<file path="src/rtl/ex_mem_pkg.sv">
// Shared defaults and the per-channel payload carried across the EX->MEM boundary.
package ex_mem_pkg;

  localparam int DEF_XLEN  = 32;
  localparam int DEF_TAG_W = 6;
  localparam int DEF_OP_W  = 4;

  typedef struct packed {
    logic [DEF_XLEN-1:0]  result;
    logic [DEF_XLEN-1:0]  pc;
    logic [DEF_TAG_W-1:0] tag;
    logic [DEF_OP_W-1:0]  op;
    logic                 mem_wr;
    logic                 mem_rd;
  } ex_mem_payload_t;

  localparam int PL_W = $bits(ex_mem_payload_t);

endpackage

</file>
<file path="src/rtl/ex_mem_skid_slot.sv">
// Single-channel 2-entry elastic stage: main slot drives the outputs, skid slot
// absorbs the one beat that arrives while the main slot is stalled.
module ex_mem_skid_slot
  import ex_mem_pkg::*;
#(
  parameter type payload_t = ex_mem_payload_t
) (
  input  logic     clk,
  input  logic     rstn,
  input  logic     flush,
  input  logic     in_valid,
  output logic     in_ready,
  input  payload_t in_data,
  output logic     out_valid,
  input  logic     out_ready,
  output payload_t out_data,
  output logic     busy
);

  logic     m_valid;
  logic     s_valid;
  payload_t m_data;
  payload_t s_data;
  logic     accept;
  logic     pop;

  // in_ready depends only on the skid flop, so no combinational path from
  // in_valid or out_ready reaches upstream.
  assign in_ready  = ~s_valid;
  assign accept    = in_valid & ~s_valid;
  assign pop       = m_valid & out_ready;
  assign out_valid = m_valid;
  assign out_data  = m_data;
  assign busy      = m_valid | s_valid;

  // NOTE: all state uses non-blocking assignments so every slot samples the
  // pre-edge values of its neighbours; blocking here would make S->M ordering
  // depend on statement order.
  always_ff @(posedge clk or negedge rstn) begin
    if (!rstn) begin
      m_valid <= 1'b0;
      s_valid <= 1'b0;
      // NOTE: payload registers are reset too, so no stale data from before a
      // reset is ever observable on the outputs.
      m_data  <= '0;
      s_data  <= '0;
    end else if (flush) begin
      m_valid <= 1'b0;
      s_valid <= 1'b0;
    end else if (!m_valid) begin
      if (accept) begin
        m_valid <= 1'b1;
        m_data  <= in_data;
      end
    end else if (pop) begin
      if (s_valid) begin
        m_data  <= s_data;
        s_valid <= 1'b0;
      end else if (accept) begin
        m_data <= in_data;
      end else begin
        m_valid <= 1'b0;
      end
    end else if (accept) begin
      s_valid <= 1'b1;
      s_data  <= in_data;
    end
  end

endmodule

</file>
<file path="src/rtl/ex_mem_pipe_reg.sv">
// EX->MEM pipeline boundary: NCH independent elastic channels sharing only flush.
module ex_mem_pipe_reg
  import ex_mem_pkg::*;
#(
  parameter int NCH   = 4,
  parameter int XLEN  = DEF_XLEN,
  parameter int TAG_W = DEF_TAG_W,
  parameter int OP_W  = DEF_OP_W
) (
  input  logic                  clk,
  input  logic                  rstn,
  input  logic                  flush,
  input  logic [NCH-1:0]        in_valid,
  output logic [NCH-1:0]        in_ready,
  input  logic [NCH*XLEN-1:0]   in_result,
  input  logic [NCH*XLEN-1:0]   in_pc,
  input  logic [NCH*TAG_W-1:0]  in_tag,
  input  logic [NCH*OP_W-1:0]   in_op,
  input  logic [NCH-1:0]        in_mem_wr,
  input  logic [NCH-1:0]        in_mem_rd,
  output logic [NCH-1:0]        out_valid,
  input  logic [NCH-1:0]        out_ready,
  output logic [NCH*XLEN-1:0]   out_result,
  output logic [NCH*XLEN-1:0]   out_pc,
  output logic [NCH*TAG_W-1:0]  out_tag,
  output logic [NCH*OP_W-1:0]   out_op,
  output logic [NCH-1:0]        out_mem_wr,
  output logic [NCH-1:0]        out_mem_rd,
  output logic                  busy
);

  // Same field order as ex_mem_payload_t, sized by this instance's parameters.
  typedef struct packed {
    logic [XLEN-1:0]  result;
    logic [XLEN-1:0]  pc;
    logic [TAG_W-1:0] tag;
    logic [OP_W-1:0]  op;
    logic             mem_wr;
    logic             mem_rd;
  } payload_t;

  logic [NCH-1:0] ch_busy;

  for (genvar i = 0; i < NCH; i++) begin : g_ch
    payload_t in_pl;
    payload_t out_pl;

    assign in_pl = {in_result[i*XLEN +: XLEN], in_pc[i*XLEN +: XLEN],
                    in_tag[i*TAG_W +: TAG_W], in_op[i*OP_W +: OP_W],
                    in_mem_wr[i], in_mem_rd[i]};

    ex_mem_skid_slot #(.payload_t(payload_t)) u_slot (
      .clk       (clk),
      .rstn      (rstn),
      .flush     (flush),
      .in_valid  (in_valid[i]),
      .in_ready  (in_ready[i]),
      .in_data   (in_pl),
      .out_valid (out_valid[i]),
      .out_ready (out_ready[i]),
      .out_data  (out_pl),
      .busy      (ch_busy[i])
    );

    assign out_result[i*XLEN +: XLEN]  = out_pl.result;
    assign out_pc[i*XLEN +: XLEN]      = out_pl.pc;
    assign out_tag[i*TAG_W +: TAG_W]   = out_pl.tag;
    assign out_op[i*OP_W +: OP_W]      = out_pl.op;
    assign out_mem_wr[i]               = out_pl.mem_wr;
    assign out_mem_rd[i]               = out_pl.mem_rd;
  end

  assign busy = |ch_busy;

endmodule

</file>
<file path="config.mk">
export PLATFORM = sky130hd
export DESIGN_NAME = ex_mem_pipe_reg
export DESIGN_NICKNAME = d
export VERILOG_FILES = /design/src/rtl/ex_mem_pkg.sv /design/src/rtl/ex_mem_skid_slot.sv /design/src/rtl/ex_mem_pipe_reg.sv
export SDC_FILE = /design/constraint.sdc
export NUM_CORES = 1
export LEC_CHECK = 0
export BUFFER_PORTS_ARGS = -buffer_cell sky130_fd_sc_hd__buf_2
export CORE_AREA = 2 2 246 248
export CTS_CLUSTER_DIAMETER = 100
export DETAILED_ROUTE_END_ITERATION = 6
export DIE_AREA = 0 0 248 250
export PLACE_DENSITY_LB_ADDON = 0.1
export SLEW_MARGIN = 20
export SYNTH_ARGS = -nofsm -noshare
export SYNTH_HDL_FRONTEND = slang
export SYNTH_HIERARCHICAL = 1
export SYNTH_SLANG_ARGS = --single-unit
</file>
<file path="constraint.sdc">
create_clock -name clk -period 2.4 [get_ports clk]
set_input_delay 0.12 -clock clk [delete_from_list [all_inputs] [get_ports clk]]
set_output_delay 0.12 -clock clk [all_outputs]
set_load 0.005 [all_outputs]
</file>
==> results.sh, run 1 <==
export IMPL_status="completed"
export IMPL_clock_latency_ns=0.59
export IMPL_die_y_um=250
export IMPL_io_pins=628
export IMPL_ys_flop_type="dfrtp_1"
export IMPL_final_min_period_over_clock_period_pct=95.73
export IMPL_synth_top_cell_by_area="dfrtp_1"
export IMPL_synth_common_cells="dfrtp_1, mux2_2, o22ai_1"
export IMPL_start_util_pct=42.90
export IMPL_synth_top_cell_area_share_pct=60.32
export IMPL_dpl_hpwl_um=49300
export IMPL_hold_violations=0
export IMPL_design_area_um2=35250
export IMPL_cts_root_buf="clkbuf_16"
export IMPL_skew_ns=0.02508
export IMPL_finalSetupViolCount=0
export IMPL_portBuffers=627
export IMPL_timing_hold_ws_ns=0.01817
export IMPL_syn_avg_cell_area_um2=14.65
export IMPL_p_int_mw=23.19
export IMPL_combPwrFrac_pct=20.5
export IMPL_overflow=0
export IMPL_clock_fmax_ghz=0.4352
export IMPL_cp_buffers_inverters=1
export IMPL_synth_edf_count=0
export IMPL_htreeDepth=3
export IMPL_finalWirelength_um=77120
export IMPL_yosysMostFrequentCell="dfrtp_1"
export IMPL_ant_nets=0
export IMPL_via_per_inst=5.565
export IMPL_startpoint_type="register"
export IMPL_grt_max_degree=99
export IMPL_syn2layout_area_growth_pct=37.94
export IMPL_powerDensity_nw_per_um2=891.4
export IMPL_clkSlewWorstSetupHoldPaths_ns=0.06
export IMPL_async_flop_share_pct=100.0
export IMPL_synth_nets=2060
export IMPL_cp_arrival_ns=2.18
export IMPL_antenna_found_initial=17
export IMPL_layout_min_cycle_time_ns=2.298
export IMPL_seqPwrFrac_pct=45.3
export IMPL_vdd_drop_max_mv=0.6204
export IMPL_drtIter0Drc=1061
export IMPL_synth_area_um2=25560
export IMPL_nNetsFinal=2959
export IMPL_p_switching_mw=8.232
export IMPL_yosysWarnings=6
export IMPL_worst_pin_slew_ns=0.9573
export IMPL_cp_max_fo=9
export IMPL_placed_cell_area_um2=29740
export IMPL_grt_pass1_vias=20280
export IMPL_num_vias=19438
export IMPL_p_leak_nw=15.58
export IMPL_yosys_top_cells_area="dfrtp_1, mux2_2, a2bb2oi_2"
export IMPL_cts_buffers=68
export IMPL_cts_sinks=616
export IMPL_slew_viol_final=0
export IMPL_ys_ff_latch=616
export IMPL_crit_chain="or2_2 > or4_1 > buf_2"
export IMPL_gp_congestion=0.8109
export IMPL_crit_type="register to primary output"
export IMPL_synthDistinctLibCells=21
export IMPL_die_w_um=248
export IMPL_cp_required_ns=2.28
export IMPL_core_area_um2=59570
export IMPL_syn_inst=1745
export IMPL_drv_cap=0
export IMPL_track_usage_pct=24.42
export IMPL_p_clk_share_pct=34.2
export IMPL_fp_dieArea_um2=62000
export IMPL_post_cts_buffers=0
export IMPL_cp_slowest_stage_delay_ns=0.54
export IMPL_sw_frac_of_total_pct=26.20
export IMPL_drive_above_1_share_pct=47.24
export IMPL_relSlewSlack_pct=36.18
export IMPL_drt_wirelength_per_cell_um=22.08
export IMPL_hp_class="input pin to async pin"
export IMPL_crit_path_end_kind="primary output"
export IMPL_drc=0
export IMPL_critical_path_top_delay_family="simple AND/OR/NAND/NOR gates"
export IMPL_dr_pass1_iters=5
export IMPL_slowest_stage="dfrtp_1"
export IMPL_rows=90
export IMPL_grt_pass1_wl_um=118900
export IMPL_cts_tree="yes"
export IMPL_seq_area_frac_synth_pct=60.32
export IMPL_clockBufferDepth=3
## cell type report
cell class | count | area [um^2]
clock buffers | 106 | 2088
flip-flops and latches | 616 | 15420
well taps | 782 | 978.4
fillers | 4804 | 24320
multi-input cells | 957 | 9432
repair buffers | 993 | 7032
inverters | 8 | 30.03
diodes | 14 | 35.03
clock inverters | 17 | 242.7
## power groups by stage
stage	sequential (mW)	combinational, mW	clock [mW]
after floorplan	14.2	3.46	0
after CTS	14.2	6.49	11.0
after global placement	14.2	5.86	0
after global routing	14.5	6.92	11.5
final	14.2	6.43	10.8
after detailed placement	14.4	6.04	0
## placed cells by master, fill, tap and decap left out, types with 5 or more instances in the layout
master | netlist | routed
inv_1 | 8 | 8
clkbuf_1 | 52 | 17
diode_2 | 0 | 14
clkbuf_8 | 0 | 18
bufinv_16 | 0 | 5
clkinv_2 | 0 | 7
o22ai_1 | 304 | 304
clkbuf_16 | 0 | 71
a2bb2oi_2 | 160 | 160
a2bb2oi_1 | 144 | 144
a21oi_1 | 12 | 8
mux2_2 | 304 | 304
buf_2 | 72 | 626
dlygate4sd3_1 | 0 | 314
buf_4 | 4 | 24
buf_12 | 0 | 28
dfrtp_1 | 616 | 615
## path summary, 6_finish.rpt
| kind | end | from | depth (start not counted) | slack, ns |
|---|---|---|---|---|
| max reg2reg | g_ch[1].u_slot/s_data[51] | g_ch[1].u_slot/s_valid | 4 | 0.43 |
| max in group asynchronous | g_ch[0].u_slot/s_data[28] | rstn | 4 | 1.43 |
| min reg2reg | g_ch[1].u_slot/s_data[14] | g_ch[1].u_slot/s_data[14] | 1 | 0.50 |
| min in group clk | g_ch[2].u_slot/out_valid | in_valid[2] | 4 | 0.21 |
| min | g_ch[1].u_slot/out_data[37] | rstn | 2 | 0.02 |
| max | busy | g_ch[3].u_slot/out_valid | 3 | 0.10 |
## sequential cells by signal, summed over array words and instances (netlist names)
signal and flops:
g_ch.u_slot/s_data 304, g_ch.u_slot/out_data 304, g_ch.u_slot/out_valid 4, g_ch.u_slot/s_valid 4
## stage by stage
step,instances,TNS [ns],utilization [%],setup WS (ns),power (mW)
after global placement,3042,0,49.93,0.4244,20.11
after detailed placement,3042,0,49.93,0.4022,20.40
after floorplan,1745,0,-,0.8791,17.66
after CTS,3479,0,59.12,0.02445,31.72
after global routing,3493,-0.002960,59.18,-0.002960,32.95
final,3493,0,59.18,0.1025,31.42
## cells by family (layout without fill, tap and decap cells)
family | after synthesis | count (layout) | share of synthesized area (%)
compound gates | 632 | 632 | 22.44
flops | 616 | 616 | 60.32
mux | 304 | 304 | 13.39
buf+inv | 172 | 1124 | 3.407
simple gates | 21 | 21 | 0.4406
other cells | 0 | 14 | 0
## timing repair
item	CTS	global route
hold endpoints to repair	1021	0
endpoints found under the setup margin	0	1
gates resized for setup	0	1
hold buffers	314	0
## routing by layer
| metal | share of wire [%] | vias up | global-route usage (%) | wire [um] |
|---|---|---|---|---|
| met5 | 0.057 | - | 0 | 44 |
| met1 | 41 | 10061 | 31.67 | 31900 |
| met3 | 6.8 | 147 | 5.872 | 5214 |
| met4 | 3.6 | 6 | 10.08 | 2766 |
| met2 | 48 | 611 | 39.16 | 37200 |
| li1 | - | 8613 | - | - |
(Power assumes the default switching activity.)
==> run 2, diff against run 1 <==
--- a/config.mk
+++ b/config.mk
@@ -6,10 +6,10 @@
 export NUM_CORES = 1
 export LEC_CHECK = 0
 export BUFFER_PORTS_ARGS = -buffer_cell sky130_fd_sc_hd__buf_2
-export CORE_AREA = 2 2 246 248
+export CORE_AREA = 4 4 241 243
 export CTS_CLUSTER_DIAMETER = 100
 export DETAILED_ROUTE_END_ITERATION = 6
-export DIE_AREA = 0 0 248 250
+export DIE_AREA = 0 0 245 247
 export PLACE_DENSITY_LB_ADDON = 0.1
 export SLEW_MARGIN = 20
 export SYNTH_ARGS = -nofsm -noshare
==> run 2 against run 1 <==
  * Hold slack better by 0.084 ns
  * Clock power down 9%
  * Register-to-register slack about the same
  * Sequential power about the same
  * Total power down 2.8%
  * Design area down 0.95%
  * Via count up 0.19%
  * Utilization up 3.2 points
  * Combinational power about the same
  * Wire length up 2.0%
  * Clock skew down 0.0063 ns
  * Non-clock buffer count up 2
  * Critical path type unchanged
  * Largest power group unchanged
==> results.sh, run 2 (synthesis results as in run 1) <==
export IMPL_crit_path_end_kind="primary output"
export IMPL_fp_dieArea_um2=60520
export IMPL_io_pins=628
export IMPL_finalSetupViolCount=0
export IMPL_cp_arrival_ns=2.18
export IMPL_antenna_found_initial=15
export IMPL_clockBufferDepth=3
export IMPL_portBuffers=627
export IMPL_hold_violations=0
export IMPL_drtIter0Drc=1050
export IMPL_crit_type="register to primary output"
export IMPL_htreeDepth=3
export IMPL_cts_sinks=616
export IMPL_rows=87
export IMPL_die_y_um=247
export IMPL_powerDensity_nw_per_um2=875.1
export IMPL_vdd_drop_max_mv=0.5917
export IMPL_dr_pass1_iters=5
export IMPL_grt_pass1_wl_um=121200
export IMPL_dpl_hpwl_um=50490
export IMPL_layout_min_cycle_time_ns=2.295
export IMPL_syn2layout_area_growth_pct=36.63
export IMPL_startpoint_type="register"
export IMPL_status="completed"
export IMPL_grt_pass1_vias=20389
export IMPL_cts_buffers=66
export IMPL_rsz0062_at_grt="no"
export IMPL_drc=0
export IMPL_start_util_pct=45.68
export IMPL_worst_pin_slew_ns=0.9452
export IMPL_dpl_worst_slack_ns=0.3848
export IMPL_final_setup_worst_slack_ns=0.1047
export IMPL_post_cts_buffers=0
export IMPL_clock_fmax_ghz=0.4357
export IMPL_finalWirelength_um=78680
export IMPL_track_usage_pct=25.32
export IMPL_relSlewSlack_pct=36.99
export IMPL_p_leak_nw=15.44
export IMPL_via_per_inst=5.633
export IMPL_drv_cap=0
export IMPL_num_vias=19475
export IMPL_skew_ns=0.01877
export IMPL_clock_latency_ns=0.58
export IMPL_drive_above_1_share_pct=47.10
export IMPL_power_mw=30.56
export IMPL_grt_max_degree=78
export IMPL_nNetsFinal=2959
export IMPL_overflow=0
export IMPL_cts_tree="yes"
export IMPL_cp_required_ns=2.28
export IMPL_cts_root_buf="clkbuf_16"
export IMPL_ant_nets=0
export IMPL_final_min_period_over_clock_period_pct=95.64
export IMPL_gp_congestion=0.8444
export IMPL_mostFrequentLayoutCells="buf_2, dfrtp_1, dlygate4sd3_1, o22ai_1, mux2_2"
export IMPL_slew_viol_final=0
export IMPL_clkSlewWorstSetupHoldPaths_ns=0.06
export IMPL_tns_ns=0
export IMPL_final_common_cell="buf_2"
export IMPL_hp_class="input pin to async pin"
export IMPL_core_area_um2=55950
export IMPL_die_w_um=245
export IMPL_cp_max_fo=9
export IMPL_drt_wirelength_per_cell_um=22.76
## run 2: path summary, 6_finish.rpt
kind,slack [ns],cells past startpoint,startpoint,endpoint
hold reg to reg,0.50,1,g_ch[1].u_slot/s_data[33],g_ch[1].u_slot/s_data[33]
setup reg to reg,0.44,4,g_ch[3].u_slot/out_valid,g_ch[3].u_slot/out_data[5]
min in group clk,0.15,3,in_valid[2],g_ch[2].u_slot/s_data[71]
hold / removal,0.10,2,rstn,g_ch[1].u_slot/out_data[36]
setup / recovery,0.10,3,g_ch[0].u_slot/out_valid,busy
max in group asynchronous,1.30,4,rstn,g_ch[0].u_slot/s_data[66]
## run 2: worst max-delay path, cell delays in order (launching register included)
cell	delay, ns
dfrtp_2	0.51
or2_2	0.37
or4_1	0.56
buf_2	0.17
## run 2: cell type report
class / instances / area [um^2]
Fill cell: 4320 / 21030
Tap cell: 756 / 945.9
Timing Repair Buffer: 995 / 6984
Inverter: 8 / 30.03
Clock buffer: 101 / 1954
Sequential cell: 616 / 15420
Antenna cell: 11 / 27.53
Multi-Input combinational cell: 957 / 9432
Clock inverter: 13 / 126.4
## run 2: per-stage QoR
| step | hold WS [ns] | cell area [um^2] | cells | utilization (%) |
|---|---|---|---|---|
| global route | 0.1042 | 34910 | 3454 | 62.40 |
| finish | 0.1019 | 34920 | 3457 | 62.41 |
| global placement | 0.1036 | 29660 | 3018 | 53.02 |
| floorplan | -0.1756 | 25560 | 1745 | - |
| detailed placement | 0.1106 | 29660 | 3018 | 53.02 |
| CTS | 0.08097 | 34890 | 3446 | 62.36 |
## run 2: power breakdown
group | total (mW) | internal, mW | switching, mW
logic | 6.44 | 3.81 | 2.63
clock network | 9.86 | 5.82 | 4.04
registers | 14.3 | 12.8 | 1.42
## run 2: layer usage
metal	GRT usage (%)	routed length (um)
met5	0	77
met4	10.19	2984
met3	6.528	5510
met2	41.12	38290
met1	32.71	31820
## run 2: what timing repair did
item	4_1_cts	5_1_grt
hold buffers	314	0
resized for setup	3	0
endpoints found under the hold margin	1047	0
endpoints found under the setup margin	1	0
